==> src/rtl/ula_pkg.sv <==
// Shared types and constants for the nibble-serial 74181 ALU.
// Optional overflow output is enabled by defining ULA_SEQ_OVF_EN.
package ula_pkg;

  typedef enum logic [1:0] {
    IDLE = 2'd0,
    RUN  = 2'd1,
    DONE = 2'd2
  } state_e;

  localparam int SLICE_W = 4;

  localparam logic [3:0] S_ADD    = 4'b1001;
  localparam logic [3:0] S_SUB_M1 = 4'b0110;
  localparam logic [3:0] S_XOR    = 4'b0110;

endpackage

==> src/rtl/ula_seq_if.sv <==
// Handshake and data bundle for ula_seq.
// Carries ovf when ULA_SEQ_OVF_EN is defined.
interface ula_seq_if #(
  parameter int WIDTH = 16
);
  logic             in_valid;
  logic             in_ready;
  logic [WIDTH-1:0] a;
  logic [WIDTH-1:0] b;
  logic [3:0]       s;
  logic             m;
  logic             c_in;
  logic             abort;
  logic             out_valid;
  logic             out_ready;
  logic [WIDTH-1:0] f;
  logic             c_out;
  logic             a_eq_b;
`ifdef ULA_SEQ_OVF_EN
  logic             ovf;
`endif

  modport slave (
    input  in_valid, a, b, s, m, c_in,
    input  abort, out_ready,
    output in_ready, out_valid,
    output f, c_out, a_eq_b
`ifdef ULA_SEQ_OVF_EN
    , output ovf
`endif
  );

  modport master (
    output in_valid, a, b, s, m, c_in,
    output abort, out_ready,
    input  in_ready, out_valid,
    input  f, c_out, a_eq_b
`ifdef ULA_SEQ_OVF_EN
    , input ovf
`endif
  );
endinterface

==> src/rtl/ula_74181_slice.sv <==
// One 4-bit 74181 slice, active-high data, active-low carries.
// Exports the bit-3 carry-in when ULA_SEQ_OVF_EN is defined.
module ula_74181_slice
  import ula_pkg::*;
(
  input  logic [3:0] a,
  input  logic [3:0] b,
  input  logic [3:0] s,
  input  logic       m,
  input  logic       c_in,
  output logic [3:0] f,
  output logic       c_out
`ifdef ULA_SEQ_OVF_EN
  , output logic     c_msb
`endif
);

  logic [3:0] p;
  logic [3:0] g;
  logic [3:0] h;
  logic [4:0] c;

  // p/g are the inverted propagate/generate terms of the 74181
  assign p = ~(a | ({4{s[0]}} & b) | ({4{s[1]}} & ~b));
  assign g = ~(({4{s[2]}} & a & ~b) | ({4{s[3]}} & a & b));
  assign h = p ^ g;

  always_comb begin
    c    = '0;
    c[0] = ~c_in;
    for (int i = 0; i < 4; i++) begin
      c[i+1] = ~g[i] | (~p[i] & c[i]);
    end
  end

  assign f     = m ? ~h : (h ^ c[3:0]);
  assign c_out = ~c[4];
`ifdef ULA_SEQ_OVF_EN
  assign c_msb = c[3];
`endif

endmodule

==> src/rtl/ula_seq.sv <==
// Nibble-serial 74181 ALU: one 4-bit slice per clock, registered carry.
// Define ULA_SEQ_OVF_EN to add the signed-overflow output.
module ula_seq
  import ula_pkg::*;
#(
  parameter int WIDTH = 16
) (
  input  logic   clk,
  input  logic   rst_n,
  ula_seq_if.slave io
);

  localparam int NSLICE = WIDTH / SLICE_W;
  localparam int KW = (NSLICE > 1) ? $clog2(NSLICE) : 1;

  if (WIDTH < 4 || (WIDTH % 4) != 0) begin : g_bad_width
    $error("ula_seq: WIDTH must be a multiple of 4, >= 4");
  end

  state_e           state_q, state_d;
  logic [KW-1:0]    k_q, k_d;
  logic             carry_q, carry_d;
  logic [WIDTH-1:0] a_q, a_d;
  logic [WIDTH-1:0] b_q, b_d;
  logic [3:0]       s_q, s_d;
  logic             m_q, m_d;
  logic [WIDTH-1:0] work_q, work_d;
  logic [WIDTH-1:0] f_q, f_d;
  logic             c_out_q, c_out_d;
  logic             a_eq_b_q, a_eq_b_d;
`ifdef ULA_SEQ_OVF_EN
  logic             ovf_q, ovf_d;
  logic             sl_cmsb;
`endif

  logic [3:0] sl_a, sl_b, sl_f;
  logic       sl_co;
  logic       last;

  assign sl_a = a_q[{k_q, 2'b00} +: SLICE_W];
  assign sl_b = b_q[{k_q, 2'b00} +: SLICE_W];
  assign last = (k_q == KW'(NSLICE - 1));

  ula_74181_slice u_slice (
    .a     (sl_a),
    .b     (sl_b),
    .s     (s_q),
    .m     (m_q),
    .c_in  (~carry_q),
    .f     (sl_f),
    .c_out (sl_co)
`ifdef ULA_SEQ_OVF_EN
    , .c_msb (sl_cmsb)
`endif
  );

  always_comb begin
    state_d  = state_q;
    k_d      = k_q;
    carry_d  = carry_q;
    a_d      = a_q;
    b_d      = b_q;
    s_d      = s_q;
    m_d      = m_q;
    work_d   = work_q;
    f_d      = f_q;
    c_out_d  = c_out_q;
    a_eq_b_d = a_eq_b_q;
`ifdef ULA_SEQ_OVF_EN
    ovf_d    = ovf_q;
`endif
    unique case (state_q)
      IDLE: begin
        if (io.in_valid && !io.abort) begin
          a_d     = io.a;
          b_d     = io.b;
          s_d     = io.s;
          m_d     = io.m;
          carry_d = ~io.c_in;
          k_d     = '0;
          state_d = RUN;
        end
      end
      RUN: begin
        if (io.abort) begin
          state_d = IDLE;
        end else begin
          work_d[{k_q, 2'b00} +: SLICE_W] = sl_f;
          carry_d = ~sl_co;
          k_d     = k_q + KW'(1);
          if (last) begin
            // f only ever moves here, so no partial result leaks out
            f_d      = work_d;
            c_out_d  = m_q | sl_co;
            a_eq_b_d = &work_d;
`ifdef ULA_SEQ_OVF_EN
            ovf_d    = ~m_q & (sl_cmsb ^ ~sl_co);
`endif
            state_d  = DONE;
          end
        end
      end
      DONE: begin
        if (io.abort || io.out_ready) begin
          state_d = IDLE;
        end
      end
      default: state_d = IDLE;
    endcase
  end

  always_ff @(posedge clk or negedge rst_n) begin
    if (!rst_n) begin
      state_q  <= IDLE;
      k_q      <= '0;
      carry_q  <= 1'b0;
      a_q      <= '0;
      b_q      <= '0;
      s_q      <= '0;
      m_q      <= 1'b0;
      work_q   <= '0;
      f_q      <= '0;
      c_out_q  <= 1'b1;
      a_eq_b_q <= 1'b0;
`ifdef ULA_SEQ_OVF_EN
      ovf_q    <= 1'b0;
`endif
    end else begin
      state_q  <= state_d;
      k_q      <= k_d;
      carry_q  <= carry_d;
      a_q      <= a_d;
      b_q      <= b_d;
      s_q      <= s_d;
      m_q      <= m_d;
      work_q   <= work_d;
      f_q      <= f_d;
      c_out_q  <= c_out_d;
      a_eq_b_q <= a_eq_b_d;
`ifdef ULA_SEQ_OVF_EN
      ovf_q    <= ovf_d;
`endif
    end
  end

  assign io.in_ready  = (state_q == IDLE);
  assign io.out_valid = (state_q == DONE);
  assign io.f         = f_q;
  assign io.c_out     = c_out_q;
  assign io.a_eq_b    = a_eq_b_q;
`ifdef ULA_SEQ_OVF_EN
  assign io.ovf       = ovf_q;
`endif

endmodule

==> src/flat_wrapper.sv <==
// flat-port wrapper written by rule: the top's interface ports become plain ports
module ula_seq_flat import ula_pkg::*;
#(
  parameter int WIDTH = 16
)
  (clk, rst_n, io_in_valid, io_a, io_b, io_s, io_m, io_c_in, io_abort, io_out_ready, io_in_ready, io_out_valid, io_f, io_c_out, io_a_eq_b);
  ula_seq_if #(.WIDTH(WIDTH)) io_i ();
  input  logic clk;
  input  logic rst_n;
  input wire logic [$bits(io_i.in_valid)-1:0] io_in_valid;
  input wire logic [$bits(io_i.a)-1:0] io_a;
  input wire logic [$bits(io_i.b)-1:0] io_b;
  input wire logic [$bits(io_i.s)-1:0] io_s;
  input wire logic [$bits(io_i.m)-1:0] io_m;
  input wire logic [$bits(io_i.c_in)-1:0] io_c_in;
  input wire logic [$bits(io_i.abort)-1:0] io_abort;
  input wire logic [$bits(io_i.out_ready)-1:0] io_out_ready;
  output wire logic [$bits(io_i.in_ready)-1:0] io_in_ready;
  output wire logic [$bits(io_i.out_valid)-1:0] io_out_valid;
  output wire logic [$bits(io_i.f)-1:0] io_f;
  output wire logic [$bits(io_i.c_out)-1:0] io_c_out;
  output wire logic [$bits(io_i.a_eq_b)-1:0] io_a_eq_b;
  assign io_i.in_valid = io_in_valid;
  assign io_i.a = io_a;
  assign io_i.b = io_b;
  assign io_i.s = io_s;
  assign io_i.m = io_m;
  assign io_i.c_in = io_c_in;
  assign io_i.abort = io_abort;
  assign io_i.out_ready = io_out_ready;
  assign io_in_ready = io_i.in_ready;
  assign io_out_valid = io_i.out_valid;
  assign io_f = io_i.f;
  assign io_c_out = io_i.c_out;
  assign io_a_eq_b = io_i.a_eq_b;
  ula_seq #(.WIDTH(WIDTH)) u_core (.clk(clk), .rst_n(rst_n), .io(io_i));
endmodule
==> config.mk <==
export PLATFORM = sky130hd
export DESIGN_NAME = ula_seq_flat
export DESIGN_NICKNAME = d
export VERILOG_FILES = /design/src/rtl/ula_pkg.sv /design/src/rtl/ula_seq_if.sv /design/src/rtl/ula_74181_slice.sv /design/src/rtl/ula_seq.sv /design/src/flat_wrapper.sv
export SDC_FILE = /design/constraint.sdc
export NUM_CORES = 1
export LEC_CHECK = 0
export CORE_UTILIZATION = 60
export CTS_BUF_LIST = sky130_fd_sc_hd__clkbuf_8 sky130_fd_sc_hd__clkbuf_16
export DETAILED_ROUTE_END_ITERATION = 8
export DONT_BUFFER_PORTS = 1
export PLACE_DENSITY = 0.77
export SYNTH_ARGS = -nofsm -noshare
export SYNTH_HDL_FRONTEND = slang
export SYNTH_HIERARCHICAL = 1
export SYNTH_SLANG_ARGS = --single-unit
==> constraint.sdc <==
create_clock -name clk -period 6.63 [get_ports clk]
set_clock_uncertainty 0.2 [all_clocks]
set_input_delay 1.6575 -clock clk [delete_from_list [all_inputs] [get_ports clk]]
set_output_delay 1.6575 -clock clk [all_outputs]
set_load 0.01 [all_outputs]
Word-level counts from Yosys, hierarchy flattened
Cells that the tools add are included.

operators by class
  add/subtract/negate cells = 2
  equality and inequality tests = 7
  shift operators = 4
  mux-type cells = 13
  bitwise operators = 35
  reduce and logical (&&, ||, !) cells = 11

operators with widths
  kind                                                                     count
  16-bit by 5-bit variable part select with 4-bit output                   2
  4-bit bitwise AND                                                        6
  16-bit bitwise mux                                                       1
  4-bit inverter                                                           4
  16-bit AND reduction                                                     1
  4-bit by 6-bit variable shift with 16-bit output, first input constant   1
  4-bit by 6-bit variable part select with 16-bit output                   1
  2-bit two-way mux                                                        6
  4-bit bitwise OR                                                         3
  1-bit inverter                                                           11
  3-bit AND reduction                                                      3
  4-bit bitwise XOR                                                        2
  4-bit negator with 6-bit output                                          1
  2-bit case mux with 3 select lines                                       1
  1-bit bitwise OR                                                         5
  1-bit bitwise AND                                                        4
  2-bit equality test, second input constant                               2
  4-bit two-way mux                                                        1
  2-bit by 1-bit inequality test with 1-bit output, second input constant  2
  2-bit case mux with 2 select lines                                       1
  2-bit AND reduction                                                      2
  3-bit by 2-bit inequality test with 1-bit output, second input constant  1
  2-bit by 1-bit adder with 2-bit output, second input constant            1
  2-bit by 1-bit equality test with 1-bit output, second input constant    1
  other kinds (8)                                                          9

word-level totals
  bits in registers = 76
  input port bits = 43
  output and inout port bits = 20
  logic and storage cells = 83

Longest topological paths before layout
Gate-level depths: netlist (run 1).

  depth after elaboration = 17
  mapped depth = 11
  gate-level depth less buffers = 9

By module
Netlist (run 1), hierarchy kept.

by module, submodules not included
  module           instances  cells an instance  area an instance (µm²)  sequential area each (µm²)
  ula_seq          1          275                3398.3                  1903.1
  ula_74181_slice  1          45                 361.6                   0.0

Worst setup path after synthesis (run 1)
Ideal clock, no wire load.

  kind = flip-flop to flip-flop
  start = register u_core.k_q[0]
  end = register u_core.a_eq_b_q (netlist: u_core/io.a_eq_b)
  arrival time = 3.001 ns
  data required time = 6.364 ns
  setup slack = 3.362 ns
  cell stages (with the launch flop) = 12
  buffers on the path = 2
  period minus slack after synthesis = 3.268 ns
  path through = dfrtp_1 -> buf_2 -> buf_2 -> mux4_2 -> mux2_4 -> a21boi_2 -> o31ai_2 -> xnor2_1 -> nor4bb_1 -> mux2i_1 -> nor4_1 -> a41o_1

on the way
  elaborated cells between the ends (all ways) = 37
  classes of those cells = 1 x add/sub; 1 x eq/ne; 4 x shift; 2 x mux; 27 x bitwise; 2 x reduce/logical

RTL lines
  element                                                     line                                          source
  from (decl)                                                 ula_seq.sv:21                                 logic [KW-1:0] k_q, k_d;
  from (signal assigned)                                      ula_seq.sv:130                                k_q <= k_d;
  16-bit by 5-bit variable part select with 4-bit output (*)  ula_seq.sv:41                                 assign sl_b = b_q[{k_q, 2'b00} +: SLICE_W];
  named net u_core.sl_b[0]                                    ula_seq.sv:36                                 logic [3:0] sl_a, sl_b, sl_f;
  4-bit bitwise AND or 4-bit inverter (tied branches)         ula_74181_slice.sv:24, ula_74181_slice.sv:25
  4-bit bitwise OR or 4-bit bitwise AND (tied branches)       ula_74181_slice.sv:24                         assign p = ~(a | ({4{s[0]}} & b) | ({4{s[1]}} & ~b));
  4-bit bitwise OR                                            ula_74181_slice.sv:24
  4-bit inverter                                              ula_74181_slice.sv:24
  1-bit inverter                                              ula_74181_slice.sv:32                         c[i+1] = ~g[i] | (~p[i] & c[i]);
  1-bit bitwise AND                                           ula_74181_slice.sv:32
  1-bit bitwise OR (*)                                        ula_74181_slice.sv:32
  1-bit bitwise AND (*)                                       ula_74181_slice.sv:32
  1-bit bitwise OR (*)                                        ula_74181_slice.sv:32
  4-bit bitwise XOR (*)                                       ula_74181_slice.sv:36                         assign f = m ? ~h : (h ^ c[3:0]);
  4-bit two-way mux (*)                                       ula_74181_slice.sv:36
  named net u_core.sl_f[2]                                    ula_seq.sv:36
  4-bit by 6-bit variable part select with 16-bit output (*)  ula_seq.sv:88                                 work_d[{k_q, 2'b00} +: SLICE_W] = sl_f;
  16-bit bitwise mux (*)                                      ula_seq.sv:88
  16-bit AND reduction (*)                                    ula_seq.sv:95                                 a_eq_b_d = &work_d;
  to (signal assigned)                                        ula_seq.sv:139                                a_eq_b_q <= a_eq_b_d;
  to (decl)                                                   ula_seq.sv:30                                 logic a_eq_b_q, a_eq_b_d;

The timed path passes the listed nets; every way through them passes the cells marked *.
A chain may end at the register's enable or synchronous reset.

Worst setup path in the final report (run 1)
Ends and elaborated chain as after synthesis.

==> run_results.csv, run 1 <==
group,metric,value,unit
critical_path,worstPathRequired,6720,ps
yosys,synth.yosys.seq_area_share,0.506,
clock_tree,cts_resized,0,
clock_tree,clockBufferDepth,2,
sta,rsz0062_at_grt,"no",
clock_tree,cts-hold-fix-buffers,0,
critical_path,cp_max_fo,21,
place,place_congestion,0.841,
yosys,synthArstFlopShare,1.00,
place,dpl.cell_count,383,
die,die-width,81.2,um
sta,hold_slack,287,ps
clock_tree,cts_tree,"built",
hold_path,worst_hold_path_type,"reg -> reg",
route,wl_met3,446,um
power_and_ir_drop,total_leakage_power,1.68,nW
route,antenna_left,0,
route,wl,6970,um
power_and_ir_drop,cellPowerDensity,454,nW/um2
clock_tree,cts_sinks,76,
sta,hold_viol,0,
yosys,ys_warn_count,6,
die,io_pins,63,
sta,setup_tns,0,ps
clock_tree,cts_buffers,9,
clock_tree,insertion_delay,350,ps
sta,fmax,266,MHz
clock_tree,cts_setup_buffers,0,
die,die_h,81.2,um
cells_and_area,antennaDiodeCount,0,
yosys,syn_area,3760,um2
grt,grt_overflow,0,
yosys,ys.flop_type,"dfrtp_1",
yosys,yosys_register_bits,76,
route,via_per_inst,6.16,
sta,slew_headroom,0.433,
place,io_buffers,0,
sta,fin_crit,3760,ps
clock_tree,htreeDepth,3,
place,hpwl,4840,um
route,wire_per_inst,17.5,um
critical_path,critical_path_class,"reg -> reg",
sta,final-setup-viol-count,0,
route,wl_met1,2970,um
critical_path,critPathCaptureType,"flip-flop",
grt,grt_pass1_wl,11500,um
grt,grtUsageTotal,0.238,
critical_path,start_kind,"flip-flop",
route,drc,0,
sta,drv_slew,0,
power_and_ir_drop,vdd_ir_drop_max,0.293,mV
cells_and_area,layout-drive-gt1-share,0.216,
run,drv_cap,0,
die,num_rows,28,
sta,tightest_slew,851,ps
route,dr.pass1.iters,4,
clock_tree,clk_pin_slew,80,ps
cells_and_area,final_cell_count_no_fill,399,
critical_path,arrival,3850,ps
yosys,syn_avg_cell_area,11.7,um2
yosys,synth_edf_count,0,
route,route.top_layer_used,"met4",
run_status,status,"finished clean",
yosys,synthCells,320,
grt,grt_pass1_vias,2386,
sta,post-route-period-util,0.567,
grt,grt_max_degree,77,
grt,antenna_found_initial,0,
yosys,ys_types,52,
die,initial_core_util,0.628,
route,initialDrtViolationCount,170,
clock_tree,root_buffer,"clkbuf_8",
route,wl_met2,3430,um
die,dieArea,6590,um2
power_and_ir_drop,finalPower,1.85,mW
die,core_area,5990,um2
cells_and_area,areaGrowthSynthToFinish,8.35,%
cells_and_area,nNetsFinal,368,
yosys,synth_fp_nets,369,
route,vias,2457,
cells_and_area,n_fill_cell,429,
[final timing paths]
check / start / end / slack [ps] / depth (start not counted)
min in group asynchronous: rst_n / u_core/io.f[0]$_DFFE_PN0P_ / 800 / 0
max reg2reg: u_core/k_q[0]$_DFFE_PN0P_ / u_core/io.a_eq_b$_DFFE_PN0P_ / 2870 / 9
min reg2reg: u_core/a_q[10]$_DFFE_PN0P_ / u_core/a_q[10]$_DFFE_PN0P_ / 290 / 1
min: u_core/a_q[10]$_DFFE_PN0P_ / u_core/a_q[10]$_DFFE_PN0P_ / 290 / 1
max: u_core/k_q[0]$_DFFE_PN0P_ / u_core/io.a_eq_b$_DFFE_PN0P_ / 2870 / 9
max in group asynchronous: rst_n / u_core/io.c_out$_DFFE_PN1P_ / 5260 / 0
[cell usage after synthesis, types with 2 or more instances]
master / n / area share
mux2i_1: 4 / 0.011
mux4_2: 9 / 0.054
o21ai_1: 10 / 0.013
a21oi_2: 2 / 0.0047
nor2_1: 19 / 0.019
nor2b_1: 19 / 0.032
buf_2: 5 / 0.0067
a22o_1: 3 / 0.0070
dfrtp_1: 75 / 0.50
inv_1: 3 / 0.0030
mux2_1: 9 / 0.027
nor4bb_1: 3 / 0.0080
ha_1: 6 / 0.020
nor3b_1: 2 / 0.0040
inv_2: 2 / 0.0020
nand2b_1: 3 / 0.0050
mux2_4: 2 / 0.0080
nand2_1: 27 / 0.027
clkbuf_1: 8 / 0.0080
nor4_1: 5 / 0.0083
a211oi_1: 2 / 0.0040
xnor2_1: 2 / 0.0047
mux2_2: 29 / 0.087
a21oi_1: 20 / 0.027
o21ai_0: 12 / 0.016
a31oi_1: 13 / 0.022
[through the flow]
stage                     utilization  instance area (um2)  worst slack, ps
final                           0.680                 4070             2870
after global routing            0.680                 4070             2520
after CTS                       0.680                 4070             2810
after detailed placement        0.636                 3810             2840
after global placement          0.636                 3810             2880
after floorplan                     -                 3760             3360
[per-layer routing]
layer / up-vias / track usage
li1: 1164 / -
met1: 1207 / 0.299
met2: 72 / 0.374
met3: 14 / 0.0753
met4: 0 / 0.113
met5: - / 0
[report_power, final]
| group | internal [mW] | total [mW] | switching [mW] |
|---|---|---|---|
| logic | 0.301 | 0.657 | 0.355 |
| registers | 0.608 | 0.737 | 0.129 |
| clock network | 0.287 | 0.456 | 0.169 |
| total | 1.20 | 1.85 | 0.653 |
[cells in the final DEF, fill, tap and decap left out, types with 9 or more instances in the layout]
master / count
nor2_1: 19
nor2b_1: 19
o21ai_1: 10
o21ai_0: 12
mux2_2: 29
mux4_2: 9
a31oi_1: 13
a21oi_1: 20
dfrtp_1: 75
clkbuf_8: 9
nand2_1: 27
mux2_1: 9
[cell type report]
class / count / area (um2) / area share
Timing Repair Buffer: 2 / 15.0 / 0.00369
Sequential cell: 76 / 1900 / 0.467
Tap cell: 75 / 93.8 / 0.0230
Multi-Input combinational cell: 225 / 1780 / 0.437
Clock inverter: 7 / 139 / 0.0341
Inverter: 5 / 18.8 / 0.00461
Clock buffer: 9 / 124 / 0.0304
[logic make-up (layout without fill, tap and decap cells)]
| logic type | Yosys count | count (layout) | synth area share |
|---|---|---|---|
| XOR/XNOR | 3 | 3 | 0.00699 |
| multiplexers | 54 | 54 | 0.193 |
| buffers and inverters | 19 | 23 | 0.0226 |
| flip-flops | 76 | 76 | 0.506 |
| AO/OA/AOI/OAI | 73 | 73 | 0.121 |
| AND/OR/NAND/NOR | 89 | 89 | 0.130 |
| adder cells (fa/ha/maj) | 6 | 6 | 0.0200 |
[critical path, stage by stage (launching register included)]
cell	delay, ps
dfrtp_1	900
mux4_2	670
mux2_4	340
a21boi_2	220
o31ai_2	80
xnor2_1	240
nor4bb_1	280
mux2i_1	190
nor4_1	360
a41o_1	210
[sequential cells by signal (all words and copies together) (netlist names), 2 cells and up]
| name | count |
|---|---|
| u_core/io.f | 16 |
| u_core/a_q | 16 |
| u_core/work_q | 16 |
| u_core/b_q | 16 |
| u_core/state_q | 2 |
| u_core/s_q | 4 |
| u_core/k_q | 2 |
(Power assumes the default switching activity.)
==> run 2, diff against run 1 <==
clock period = 3.55 ns   (was 6.63 ns; I/O delays follow)
==> run 2 against run 1 <==
Compared with the run above: wire length up 6.4%; register-to-register slack worse by 2600 ps; core utilization down 0.31 points; design area down 0.46%; non-clock buffer count up 8; clock-buffer cell count up 1.
==> run_results.csv, run 2 (synthesis results as in run 1) <==
group,metric,value,unit
grt,grtUsageTotal,0.251,
place,io_buffers,0,
route,vias,2526,
clock_tree,htreeDepth,3,
grt,grt_overflow,0,
clock_tree,cts_buffers,9,
route,drc,0,
sta,fin_crit,3260,ps
sta,rsz0062_at_grt,"no",
route,initialDrtViolationCount,191,
route,wire_per_inst,18.2,um
place,hpwl,5190,um
clock_tree,insertion_delay,350,ps
grt,grt_max_degree,77,
sta,hold_viol,0,
grt,grt_pass1_wl,12100,um
die,die-width,81.2,um
clock_tree,clk_pin_slew,80,ps
die,dieArea,6590,um2
run,drv_cap,0,
cells_and_area,layout_common_cells,"74 x dfrtp_1, 29 x mux2_2, 27 x nand2_1",
critical_path,critPathCaptureType,"flip-flop",
place,place_congestion,0.867,
critical_path,cp_max_fo,6,
cells_and_area,areaGrowthSynthToFinish,7.85,%
critical_path,start_kind,"flip-flop",
route,dr.pass1.iters,4,
sta,fmax,307,MHz
die,die_h,81.2,um
die,io_pins,63,
route,wl,7410,um
cells_and_area,nNetsFinal,376,
die,num_rows,28,
power_and_ir_drop,vdd_ir_drop_max,0.449,mV
critical_path,critical_path_class,"reg -> reg",
sta,post-route-period-util,0.917,
power_and_ir_drop,cellPowerDensity,813,nW/um2
clock_tree,cts-hold-fix-buffers,0,
die,core_area,5990,um2
sta,slew_headroom,0.622,
cells_and_area,layout-drive-gt1-share,0.238,
clock_tree,cts_tree,"built",
critical_path,rr_worst_depth,9,
grt,grt_pass1_vias,2500,
clock_tree,clockBufferDepth,2,
route,antenna_left,0,
sta,drv_slew,0,
grt,antenna_found_initial,0,
cells_and_area,final_common_cell,"dfrtp_1",
sta,tightest_slew,566,ps
critical_path,worstPathRequired,3640,ps
cells_and_area,antennaDiodeCount,0,
run_status,status,"finished clean",
critical_path,arrival,3350,ps
sta,final-setup-viol-count,0,
power_and_ir_drop,total_leakage_power,1.67,nW
clock_tree,root_buffer,"clkbuf_8",
hold_path,worst_hold_path_type,"in -> async",
sta,setup_tns,0,ps
critical_path,r2r_slack,290,ps
clock_tree,cts_sinks,76,
die,initial_core_util,0.628,
sta,hold_slack,27.5,ps
route,via_per_inst,6.21,
run 2: what timing repair did:
item                                    in CTS  in global routing
buffers inserted                             0                  3
endpoints found under the setup margin       0                  1
gates resized for setup                      0                  2
run 2: power breakdown:
group	total [mW]	internal [mW]	switching, mW
Sequential	1.37	1.14	0.231
Combinational	1.34	0.625	0.712
Clock	0.592	0.271	0.321
run 2: worst paths after layout:
| check | start | endpoint |
|---|---|---|
| setup / recovery | u_core/k_q[0]$_DFFE_PN0P_ | u_core/io.a_eq_b$_DFFE_PN0P_ |
| hold / removal | rst_n | u_core/s_q[3]$_DFFE_PN0P_ |
| setup reg to reg | u_core/k_q[0]$_DFFE_PN0P_ | u_core/io.a_eq_b$_DFFE_PN0P_ |
| hold reg to reg | u_core/io.c_out$_DFFE_PN1P_ | u_core/io.c_out$_DFFE_PN1P_ |
| max in group asynchronous | rst_n | u_core/io.c_out$_DFFE_PN1P_ |
| min in group clk | u_core/io.c_out$_DFFE_PN1P_ | u_core/io.c_out$_DFFE_PN1P_ |
run 2: area by class of cell:
type | instances | area [um2]
multi-input cells | 225 | 1780
flip-flops and latches | 76 | 1900
repair buffers | 10 | 75.1
well taps | 75 | 93.8
clock inverters | 6 | 41.3
inverters | 5 | 18.8
clock buffers | 10 | 138
fillers | 453 | 1940
run 2: layer usage:
layer  vias up  track usage  routed length [um]
met4         0        0.109                 125
li1       1187            -                   -
met1      1234        0.314                3140
met3        19       0.0708                 500
met2        86        0.406                3650
met5         -            0                   0
run 2: worst max-delay path, stage by stage (launching register included):
cell and delay (ps):
dfrtp_2 470, buf_4 160, mux4_2 580, mux2_4 350
a21oi_2 210, o211ai_1 110, o2bb2ai_1 370, a31oi_1 190
nor4_1 340, a41o_1 200
run 2: metrics by stage:
stage / power (mW) / instances / setup slack (ps) / area, um2 / util
5_1_grt: 3.51 / 407 / 83.5 / 4060 / 0.677
2_1_floorplan: 2.33 / 320 / 282 / 3760 / -
6_report: 3.30 / 407 / 295 / 4060 / 0.677
3_5_place_dp: 2.69 / 388 / 88.7 / 3850 / 0.642
4_1_cts: 3.28 / 404 / 68.2 / 4030 / 0.672
3_3_place_gp: 2.64 / 388 / 224 / 3850 / 0.642
==> run 3, diff against run 2 <==
PLACE_DENSITY = not set   (was 0.77)
PLACE_DENSITY_LB_ADDON = 0.25   (was not set)
==> run 3 against run 2 <==
Compared with the run above: core utilization up 0.23 points; non-clock buffer count down 3; sequential cell count unchanged; register-to-register slack worse by 60 ps; die area unchanged; sequential share of layout area down 0.16 points; clock power up 14%; power up 2.7%; hold slack better by 7.1 ps; critical path type unchanged; critical endpoint unchanged.
==> run_results.csv, run 3 (synthesis results as in run 1) <==
group,metric,value,unit
cells_and_area,final_common_cell,"dfrtp_1",
critical_path,crit_slowest_cell,"mux4_2",
sta,timing.final.ws_setup,238,ps
die,io_pins,63,
critical_path,rr_worst_depth,9,
die,die_h,81.2,um
sta,rsz0062_at_grt,"no",
critical_path,cp_max_fo,14,
cells_and_area,antennaDiodeCount,0,
cells_and_area,layout-drive-gt1-share,0.229,
grt,antenna_found_initial,0,
grt,grt_pass1_vias,2452,
die,dieArea,6590,um2
route,antenna_left,0,
critical_path,critPathBufInv,1,
cells_and_area,areaGrowthSynthToFinish,8.22,%
place,dpl.cell_count,388,
sta,fmax,302,MHz
cells_and_area,finalInstanceArea,4070,um2
cells_and_area,nNetsFinal,373,
critical_path,crit_chain,"buf_4, mux4_2, a211oi_4, a21o_1, xnor2_1, nor4bb_1, mux2i_1, nor4_1, a41o_1",
die,num_rows,28,
critical_path,r2r_slack,240,ps
grt,grt_pass1_wl,11800,um
power_and_ir_drop,total_leakage_power,1.68,nW
sta,fin_crit,3310,ps
sta,tightest_slew,564,ps
critical_path,arrival,3390,ps
critical_path,startpoint,"u_core/k_q[0]$_DFFE_PN0P_",
critical_path,r2r-end,"u_core/io.a_eq_b$_DFFE_PN0P_",
hold_path,worst_hold_path_type,"in -> async",
die,initial_core_util,0.628,
route,wl,7260,um
clock_tree,cts_setup_buffers,0,
place,dp_slack,84.4,ps
grt,grtUsageTotal,0.243,
power_and_ir_drop,vdd_ir_drop_max,0.553,mV
sta,final-setup-viol-count,0,
route,dr.pass1.iters,4,
grt,grt_overflow,0,
critical_path,start_kind,"flip-flop",
sta,post-route-period-util,0.933,
cells_and_area,layout_common_cells,"74 x dfrtp_1, 29 x mux2_2, 27 x nand2_1",
die,core_area,5990,um2
clock_tree,clk_pin_slew,80,ps
route,vias,2512,
place,hpwl,5160,um
place,place_congestion,0.850,
critical_path,timing.rr.start,"u_core/k_q[0]$_DFFE_PN0P_",
power_and_ir_drop,cellPowerDensity,832,nW/um2
place,io_buffers,0,
route,initialDrtViolationCount,191,
critical_path,critical_path_class,"reg -> reg",
critical_path,worstPathRequired,3620,ps
critical_path,critPathCaptureType,"flip-flop",
route,via_per_inst,6.23,
cells_and_area,final_cell_count_no_fill,403,
route,drc,0,
clock_tree,insertion_delay,340,ps
critical_path,critPathTopFamily,"multiplexers",
clock_tree,cts_sinks,76,
clock_tree,clockBufferDepth,2,
clock_tree,htreeDepth,3,
grt,grt_max_degree,77,
clock_tree,root_buffer,"clkbuf_8",
sta,slew_headroom,0.623,
die,die-width,81.2,um
place,placed_cell_area,3850,um2
cells_and_area,multi_input_area,1790,um2
route,wire_per_inst,18.0,um
sta,setup_tns,0,ps
sta,hold_viol,0,
sta,drv_slew,0,
clock_tree,cts_tree,"built",
run,drv_cap,0,
clock_tree,cts_buffers,9,
critical_path,timing.critical_path.slowest_cell_delay,610,ps
cells_and_area,regArea,1900,um2
run_status,status,"finished clean",
cells_and_area,n_fill_cell,466,
## run 3: cell types whose count changed in the layout (fill, tap and decap cells not counted)
cell        before  now
clkinv_2         1    2
a211oi_4         0    1
clkbuf_8        10    9
bufinv_16        0    2
buf_4           10    7
clkinv_4         2    0
a21oi_2          3    2
a21oi_1         19   20
clkinvlp_4       2    1
o2bb2ai_1        1    0
o2bb2ai_2        0    1
a211oi_2         1    0
## run 3: area by class of cell
cell class / instances / area share
Tap cell: 75 / 0.0231
Timing Repair Buffer: 7 / 0.0129
Sequential cell: 76 / 0.468
Clock buffer: 9 / 0.0304
Inverter: 5 / 0.00461
Clock inverter: 6 / 0.0200
Multi-Input combinational cell: 225 / 0.441
## run 3: layer usage
| metal | global-route usage | vias to the layer above | wire length [um] |
|---|---|---|---|
| met2 | 0.385 | 96 | 3560 |
| li1 | - | 1171 | - |
| met1 | 0.319 | 1223 | 3050 |
| met4 | 0.105 | 0 | 197 |
| met3 | 0.0573 | 22 | 452 |
| met5 | 0 | - | 0 |
## run 3: power breakdown
| group | internal [mW] | switching (mW) |
|---|---|---|
| clock | 0.387 | 0.290 |
| combinational | 0.624 | 0.726 |
| sequential | 1.14 | 0.224 |
## run 3: through the flow
step | hold slack [ps] | util | power, mW
floorplan | 242 | - | 2.33
global placement | 255 | 0.642 | 2.64
detailed placement | 270 | 0.642 | 2.69
CTS | 22.7 | 0.677 | 3.38
global route | 14.7 | 0.679 | 3.61
finish | 34.6 | 0.679 | 3.39
## run 3: worst max path at each step
stage | cells after the start | to
floorplan | 11 | u_core/io.a_eq_b$_DFFE_PN0P_
global placement | 9 | u_core/io.a_eq_b$_DFFE_PN0P_
detailed placement | 8 | u_core/io.a_eq_b$_DFFE_PN0P_
CTS | 8 | u_core/io.a_eq_b$_DFFE_PN0P_
global route | 9 | u_core/io.a_eq_b$_DFFE_PN0P_
finish | 9 | u_core/io.a_eq_b$_DFFE_PN0P_
## run 3: worst reg2reg max path: stages, from the launching register on
cell	delay (ps)
dfrtp_2	520
buf_4	250
mux4_2	610
a211oi_4	360
a21o_1	140
xnor2_1	160
nor4bb_1	250
mux2i_1	160
nor4_1	370
a41o_1	220
## run 3: repair_timing
action,4_1_cts,5_1_grt
resized for setup,1,2
pin swaps,0,0
hold buffers,0,0
setup endpoints to repair,1,1
